[src/rtl/display_pkg.sv]
// Shared constants and FSM encoding for the seven-segment display scheduler.
package display_pkg;

  localparam int unsigned ADDR_W  = 3;
  localparam int unsigned DATA_W  = 16;
  localparam int unsigned VALUE_W = 32;
  localparam int unsigned MASK_W  = 8;

  localparam logic [ADDR_W-1:0] DISP_ADDR_LO   = 3'b000;
  localparam logic [ADDR_W-1:0] DISP_ADDR_HI   = 3'b010;
  localparam logic [ADDR_W-1:0] DISP_ADDR_MASK = 3'b100;

  typedef enum logic [2:0] {
    S_IDLE,
    S_CPU_WR,
    S_DBG_LO,
    S_DBG_HI,
    S_DBG_MASK,
    S_RST_LO,
    S_RST_HI,
    S_RST_MASK
  } state_e;

endpackage

[src/rtl/display_scheduler.sv]
// Arbitrates CPU and debug writes to the display, shadows CPU state and
// replays it to the display when the debug overlay is released.
module display_scheduler
  import display_pkg::*;
(
  input  logic               clock,
  input  logic               reset,
  input  logic               cpu_req,
  input  logic [ADDR_W-1:0]  cpu_addr,
  input  logic [DATA_W-1:0]  cpu_wdata,
  output logic               cpu_ack,
  input  logic               dbg_hold,
  input  logic               dbg_req,
  input  logic [VALUE_W-1:0] dbg_value,
  input  logic [MASK_W-1:0]  dbg_mask,
  output logic               dbg_ack,
  output logic               disp_write_enable,
  output logic               disp_select,
  output logic [ADDR_W-1:0]  disp_address,
  output logic [DATA_W-1:0]  disp_write_data
);

  state_e             state_q;
  logic [DATA_W-1:0]  sh_lo_q;
  logic [DATA_W-1:0]  sh_hi_q;
  logic [MASK_W-1:0]  sh_mask_q;
  logic [DATA_W-1:0]  dbg_hi_q;
  logic [MASK_W-1:0]  dbg_mask_q;
  logic               hold_prev_q;
  logic               restore_pending_q;
  logic               sel_arm_q;

  logic addr_ok_c;
  logic hold_fall_c;
  logic restoring_c;
  logic dbg_go_c;
  logic cpu_go_c;

  assign addr_ok_c   = (cpu_addr == DISP_ADDR_LO) || (cpu_addr == DISP_ADDR_HI) ||
                       (cpu_addr == DISP_ADDR_MASK);
  assign hold_fall_c = hold_prev_q & ~dbg_hold;
  assign restoring_c = (state_q == S_RST_LO) || (state_q == S_RST_HI) ||
                       (state_q == S_RST_MASK);
  assign dbg_go_c    = dbg_hold & dbg_req;
  // The ack cycle still sees the level request, so it must not re-accept it.
  assign cpu_go_c    = cpu_req & ~cpu_ack;

  always_ff @(posedge clock) begin
    if (reset) begin
      state_q           <= S_IDLE;
      sh_lo_q           <= '0;
      sh_hi_q           <= '0;
      sh_mask_q         <= '0;
      dbg_hi_q          <= '0;
      dbg_mask_q        <= '0;
      hold_prev_q       <= 1'b0;
      restore_pending_q <= 1'b0;
      sel_arm_q         <= 1'b0;
      cpu_ack           <= 1'b0;
      dbg_ack           <= 1'b0;
      disp_write_enable <= 1'b0;
      disp_select       <= 1'b0;
      disp_address      <= '0;
      disp_write_data   <= '0;
    end else begin
      cpu_ack           <= 1'b0;
      dbg_ack           <= 1'b0;
      disp_write_enable <= 1'b0;
      hold_prev_q       <= dbg_hold;
      // Select rises one cycle late and then never drops, so contents persist.
      sel_arm_q         <= 1'b1;
      disp_select       <= sel_arm_q;

      if (hold_fall_c) begin
        restore_pending_q <= 1'b1;
      end else if (dbg_hold && !restoring_c) begin
        restore_pending_q <= 1'b0;
      end

      case (state_q)
        S_IDLE: begin
          if (restore_pending_q) begin
            disp_write_enable <= 1'b1;
            disp_address      <= DISP_ADDR_LO;
            disp_write_data   <= sh_lo_q;
            state_q           <= S_RST_LO;
          end else if (dbg_go_c) begin
            dbg_hi_q          <= dbg_value[31:16];
            dbg_mask_q        <= dbg_mask;
            disp_write_enable <= 1'b1;
            disp_address      <= DISP_ADDR_LO;
            disp_write_data   <= dbg_value[15:0];
            state_q           <= S_DBG_LO;
          end else if (cpu_go_c) begin
            cpu_ack <= 1'b1;
            if (addr_ok_c) begin
              case (cpu_addr)
                DISP_ADDR_LO: sh_lo_q   <= cpu_wdata;
                DISP_ADDR_HI: sh_hi_q   <= cpu_wdata;
                default:      sh_mask_q <= cpu_wdata[7:0];
              endcase
              if (!dbg_hold) begin
                disp_write_enable <= 1'b1;
                disp_address      <= cpu_addr;
                disp_write_data   <= (cpu_addr == DISP_ADDR_MASK) ?
                                     {8'h00, cpu_wdata[7:0]} : cpu_wdata;
                state_q           <= S_CPU_WR;
              end
            end
          end
        end
        S_CPU_WR:   state_q <= S_IDLE;
        S_DBG_LO: begin
          disp_write_enable <= 1'b1;
          disp_address      <= DISP_ADDR_HI;
          disp_write_data   <= dbg_hi_q;
          state_q           <= S_DBG_HI;
        end
        S_DBG_HI: begin
          disp_write_enable <= 1'b1;
          disp_address      <= DISP_ADDR_MASK;
          disp_write_data   <= {8'h00, dbg_mask_q};
          dbg_ack           <= 1'b1;
          state_q           <= S_DBG_MASK;
        end
        S_DBG_MASK: state_q <= S_IDLE;
        S_RST_LO: begin
          disp_write_enable <= 1'b1;
          disp_address      <= DISP_ADDR_HI;
          disp_write_data   <= sh_hi_q;
          state_q           <= S_RST_HI;
        end
        S_RST_HI: begin
          disp_write_enable <= 1'b1;
          disp_address      <= DISP_ADDR_MASK;
          disp_write_data   <= {8'h00, sh_mask_q};
          state_q           <= S_RST_MASK;
        end
        S_RST_MASK: begin
          state_q <= S_IDLE;
          if (!hold_fall_c) begin
            restore_pending_q <= 1'b0;
          end
        end
        default:    state_q <= S_IDLE;
      endcase
    end
  end

endmodule
[config.mk]
export PLATFORM = sky130hd
export DESIGN_NAME = display_scheduler
export DESIGN_NICKNAME = d
export VERILOG_FILES = /design/src/rtl/display_pkg.sv /design/src/rtl/display_scheduler.sv
export SDC_FILE = /design/constraint.sdc
export NUM_CORES = 1
export LEC_CHECK = 0
export BUFFER_PORTS_ARGS = -buffer_cell sky130_fd_sc_hd__clkbuf_2
export CAP_MARGIN = 0
export CORE_MARGIN = 2
export CORE_UTILIZATION = 45
export CTS_BUF_LIST = sky130_fd_sc_hd__clkbuf_2
export DETAILED_ROUTE_END_ITERATION = 7
export PLACE_DENSITY = 0.75
export SLEW_MARGIN = 20
export SYNTH_ARGS = -nofsm -noshare
export SYNTH_HDL_FRONTEND = slang
export SYNTH_SLANG_ARGS = --single-unit
[constraint.sdc]
create_clock -name clock -period 5.75 [get_ports clock]
set_clock_uncertainty 0.15 [all_clocks]
set_input_delay 1.725 -clock clock [delete_from_list [all_inputs] [get_ports clock]]
set_output_delay 1.725 -clock clock [all_outputs]
set_load 0.02 [all_outputs]
-- After elaboration in Yosys (flattened, before gate mapping)
Cells that the tools add are included.
- mux-type cells: 32
- eq/ne operators: 12
- bitwise logic cells: 9
- reduce and logical (&&, ||, !) cells: 23
- operator list (cell ; count):
    $mux W16 ; 6
    $pmux W16 S5 ; 1
    $mux W3 ; 10
    $pmux W3 S6 ; 1
    $reduce_and A6 Y1 ; 3
    $eq A3 B3 Y1 const B ; 5
    $mux W1 ; 12
    $ne A4 B4 Y1 const B ; 3
    $eq A3 B2 Y1 const B ; 3
    $pmux W3 S3 ; 1
    $reduce_and A4 Y1 ; 2
    $reduce_or A4 Y1 ; 2
    $logic_not A3 Y1 ; 2
    $not A1 Y1 ; 6
    $reduce_and A3 Y1 ; 2
    $reduce_or A2 Y1 ; 3
    $reduce_bool A5 Y1 ; 1
    $logic_or A1 B1 Y1 ; 4
    $and A1 B1 Y1 ; 3
    $eq A3 B1 Y1 const B ; 1
    $reduce_bool A3 Y1 ; 1
    $reduce_or A3 Y1 ; 1
    $pmux W1 S2 ; 1
    $logic_and A1 B1 Y1 ; 1
    $logic_not A1 Y1 ; 1
- register bits after elaboration: 93
- word-level logic and storage cells: 91
- input bits: 64
- output and inout port bits: 23

-- Logic depth before layout (Yosys ltp)
- depth after elaboration: 9
- depth in mapped cells: 8
- mapped depth without buffers: 5

-- Least setup slack after synthesis
OpenSTA, ideal clock, no wires.
- path kind: input -> register
- start: input dbg_hold
- end: register sh_hi_q[15]
- arrival time: 3.117 ns
- data required time: 5.472 ns
- slack: 2.355 ns
- cell stages on the path: 8
- cells stage by stage: clkbuf_1 nand2_2 nand3_2 or4b_1 buf_6 buf_12 mux2i_1 nor2_1
- longest elaborated chain between the ends: 3
- ends and longest elaborated chain (element ; line ; text):
    from (decl) ; display_scheduler.sv:12 ; input logic dbg_hold,
    $and A1 B1 Y1 ; display_scheduler.sv:44 ; assign dbg_go_c = dbg_hold & dbg_req;
    $not A1 Y1 (no source line) ; n/a ;
    $reduce_and A6 Y1 (no source line) ; n/a ;
    to (signal assigned) ; display_scheduler.sv:99 ; DISP_ADDR_HI: sh_hi_q <= cpu_wdata;
    to (decl) ; display_scheduler.sv:25 ; logic [DATA_W-1:0] sh_hi_q;
Every way passes these cells.
A chain may end at the register's enable or synchronous reset.

-- Worst setup path after layout
- start: input dbg_hold
- end: register sh_hi_q[1]
Same word-level chain as after synthesis.

==> impl_metrics.tcl <==
set metrics [dict create \
    core_area_sq_um 9110 \
    antenna_found_initial 0 \
    die_w_um 100 \
    top_layer "met4" \
    drt_wl_total_mm 10.7 \
    avgSynthCellArea_sq_um 8.62 \
    comb_power_share_pct 23.3 \
    via_count 3757 \
    cts_made_buffers 9 \
    p_sw_share_pct 34.5 \
    synthesis.nets 545 \
    crit_buf_inv 1 \
    fin_util_pct 51.4 \
    insertion_delay_ps 570 \
    cts_resized 0 \
    met1Wirelength_mm 4.52 \
    synth_top_family_by_area "compound AO/OA/AOI/OAI gates" \
    rsz0062_at_grt "false" \
    synthAdderAreaFrac_pct 0 \
    seq_area_frac_synth_pct 44.9 \
    path_clk_slew_ps 240 \
    h-tree-depth 3 \
    design_area_sq_um 4680 \
    portBuffers 86 \
    viasPerCell 5.72 \
    fin_crit_sh_pct 61.8 \
    routed-wl-met2_mm 5.35 \
    relSlewSlack_pct 34.8 \
    crit_type "in -> reg" \
    critPathTopFamily "simple AND/OR/NAND/NOR gates" \
    synth_edf_count 0 \
    arrival_ps 3860 \
    setup_viol 0 \
    ant_nets 0 \
    status "completed" \
    crit_chain "clkbuf_2 > nand2_2 > nand3_2 > or4b_1 > mux2i_1 > nor2_1" \
    p_int_mw 0.925 \
    dr.pass1.iters 5 \
    synth-simple-area-share_pct 16.1 \
    peakVddDrop_mv 0.163 \
    wl_met3_um 629 \
    fin_ws_ps 2200 \
    cts_tree "done" \
    powerDensity_nw_per_um2 302 \
    place.gp.congestion 0.850 \
    clock.fmax_mhz 282 \
    drcViolationCount 0 \
    ys_async_sr_fraction_pct 0 \
    cp-end-kind "flip-flop" \
    fillers 904 \
    period_needed_ps 3550 \
    die_y_um 100 \
    holdWs_ps 317 \
    yosysWarningCount 0 \
    placed_area_sq_um 4550 \
    syn_to_final_growth_pct 12.9 \
    placementRows 35 \
    total_power_mw 1.41 \
    grt_pass1_wl_mm 17.3 \
    final_cells 657 \
    p_seq_share_pct 53.5 \
    hold_path_class "reg -> reg" \
    synth-seq-cells 93 \
    required_ps 6060 \
    reg2reg_depth 5 \
    holdPathStages 1 \
    tns_ps 0 \
    layout-drive-gt1-share_pct 22.0 \
    synth_cell_type_count 37 \
    synth_area_sq_um 4150 \
    wire_per_inst_um 16.3 \
    dieArea_sq_um 10000 \
    grt_max_degree 76 \
    initial_core_util_pct 45.5 \
    synthCells 481 \
    crit_cells 6 \
    pre_cts_slack_ps 1640 \
    slew_violations 0 \
    synthXorXnorAreaFrac_pct 0.633 \
    slowest_stage "or4b_1" \
    dp.cells 641 \
    crit_path_max_fanout 19 \
    max-clock-path-buffers 2 \
    cts_setup_buffers 0 \
    worst_setup_path_start_kind "input pin" \
    gr-total-overflow 0 \
    first_iter_violations 216 \
    hold_viol 0 \
    synthFlopType "dfxtp_1" \
    ctsHoldBuffers 0 \
    p_sw_mw 0.488 \
    drv_cap 0 \
    first_global_vias 3605 \
    clockRootBuffer "clkbuf_2" \
    diodes 0 \
    synth_compound_area_share_pct 18.0 \
    slowest_delay_ps 940 \
    ioPinCount 87 \
    clock-sinks 93 \
    clkPwrFrac_pct 23.2 \
    leakagePower_nw 2.02 \
    nets 605 \
    hpwlAfterDp_mm 7.63 \
    gr-usage-all-layers_pct 22.1 \
    muxShareOfSynthArea_pct 14.0 \
    worst_slew_pin_slew_ps 975 \
]
power groups by stage:
stage	Sequential, mW	Clock (mW)	Combinational [mW]
after CTS	0.753	0.334	0.325
after global routing	0.762	0.363	0.361
after detailed placement	0.766	0	0.323
final	0.755	0.328	0.329
after floorplan	0.783	0	0.194
after global placement	0.763	0	0.316
layer usage:
| layer | up-vias | GRT usage (%) |
|---|---|---|
| met5 | - | 0 |
| met4 | 0 | 8.11 |
| met3 | 21 | 5.01 |
| met2 | 149 | 38.2 |
| met1 | 1785 | 26.9 |
| li1 | 1802 | - |
flip-flops by register name (all words and copies together) (netlist names), 3 cells and up:
register,flops
dbg_mask_q,8
disp_write_data,16
sh_mask_q,8
dbg_hi_q,16
disp_address,3
sh_lo_q,16
state_q,3
sh_hi_q,16
cell usage in the layout (no fill, tap or decap), types with 6 or more instances in the layout:
cell type / n
a22o_1: 8
nand3_1: 10
a221oi_1: 15
dfxtp_1: 92
mux2i_1: 49
nor2_1: 59
inv_1: 17
mux2_2: 8
o21ai_0: 24
a21oi_1: 52
clkbuf_2: 95
nand2_1: 53
a31oi_1: 18
nor2b_1: 6
cell type report:
class / count / area, sq um / area share (%)
Timing Repair Buffer: 89 / 453 / 9.67
Clock buffer: 9 / 45.0 / 0.962
Tap cell: 111 / 139 / 2.97
Inverter: 17 / 63.8 / 1.36
Multi-Input combinational cell: 331 / 2040 / 43.7
Clock inverter: 7 / 73.8 / 1.58
Sequential cell: 93 / 1860 / 39.8
Yosys cell counts (10+ instances only):
cell type   n  area, sq um
o21ai_0    24          120
nor2_1     59          221
a21oi_1    52          260
mux2i_1    49          490
a31oi_1    18          113
dfxtp_1    93         1860
nand2_1    53          199
clkbuf_1   26         97.6
inv_1      17         63.8
nand3_1    10         50.1
a221oi_1   15          131
kinds of logic after synthesis:
kind of cell	Yosys count
xor+xnor	3
flops	93
mux	57
buf+inv	57
compound gates	123
simple gates	148
path summary, 6_finish.rpt:
check / from / end / slack, ps
setup / recovery: dbg_hold / sh_hi_q[1] / 2200
hold / removal: sel_arm_q / disp_select / 320
setup reg to reg: state_q[0] / sh_hi_q[1] / 2910
hold reg to reg: sel_arm_q / disp_select / 320
No activity file was read; power rests on OpenSTA's default activity.
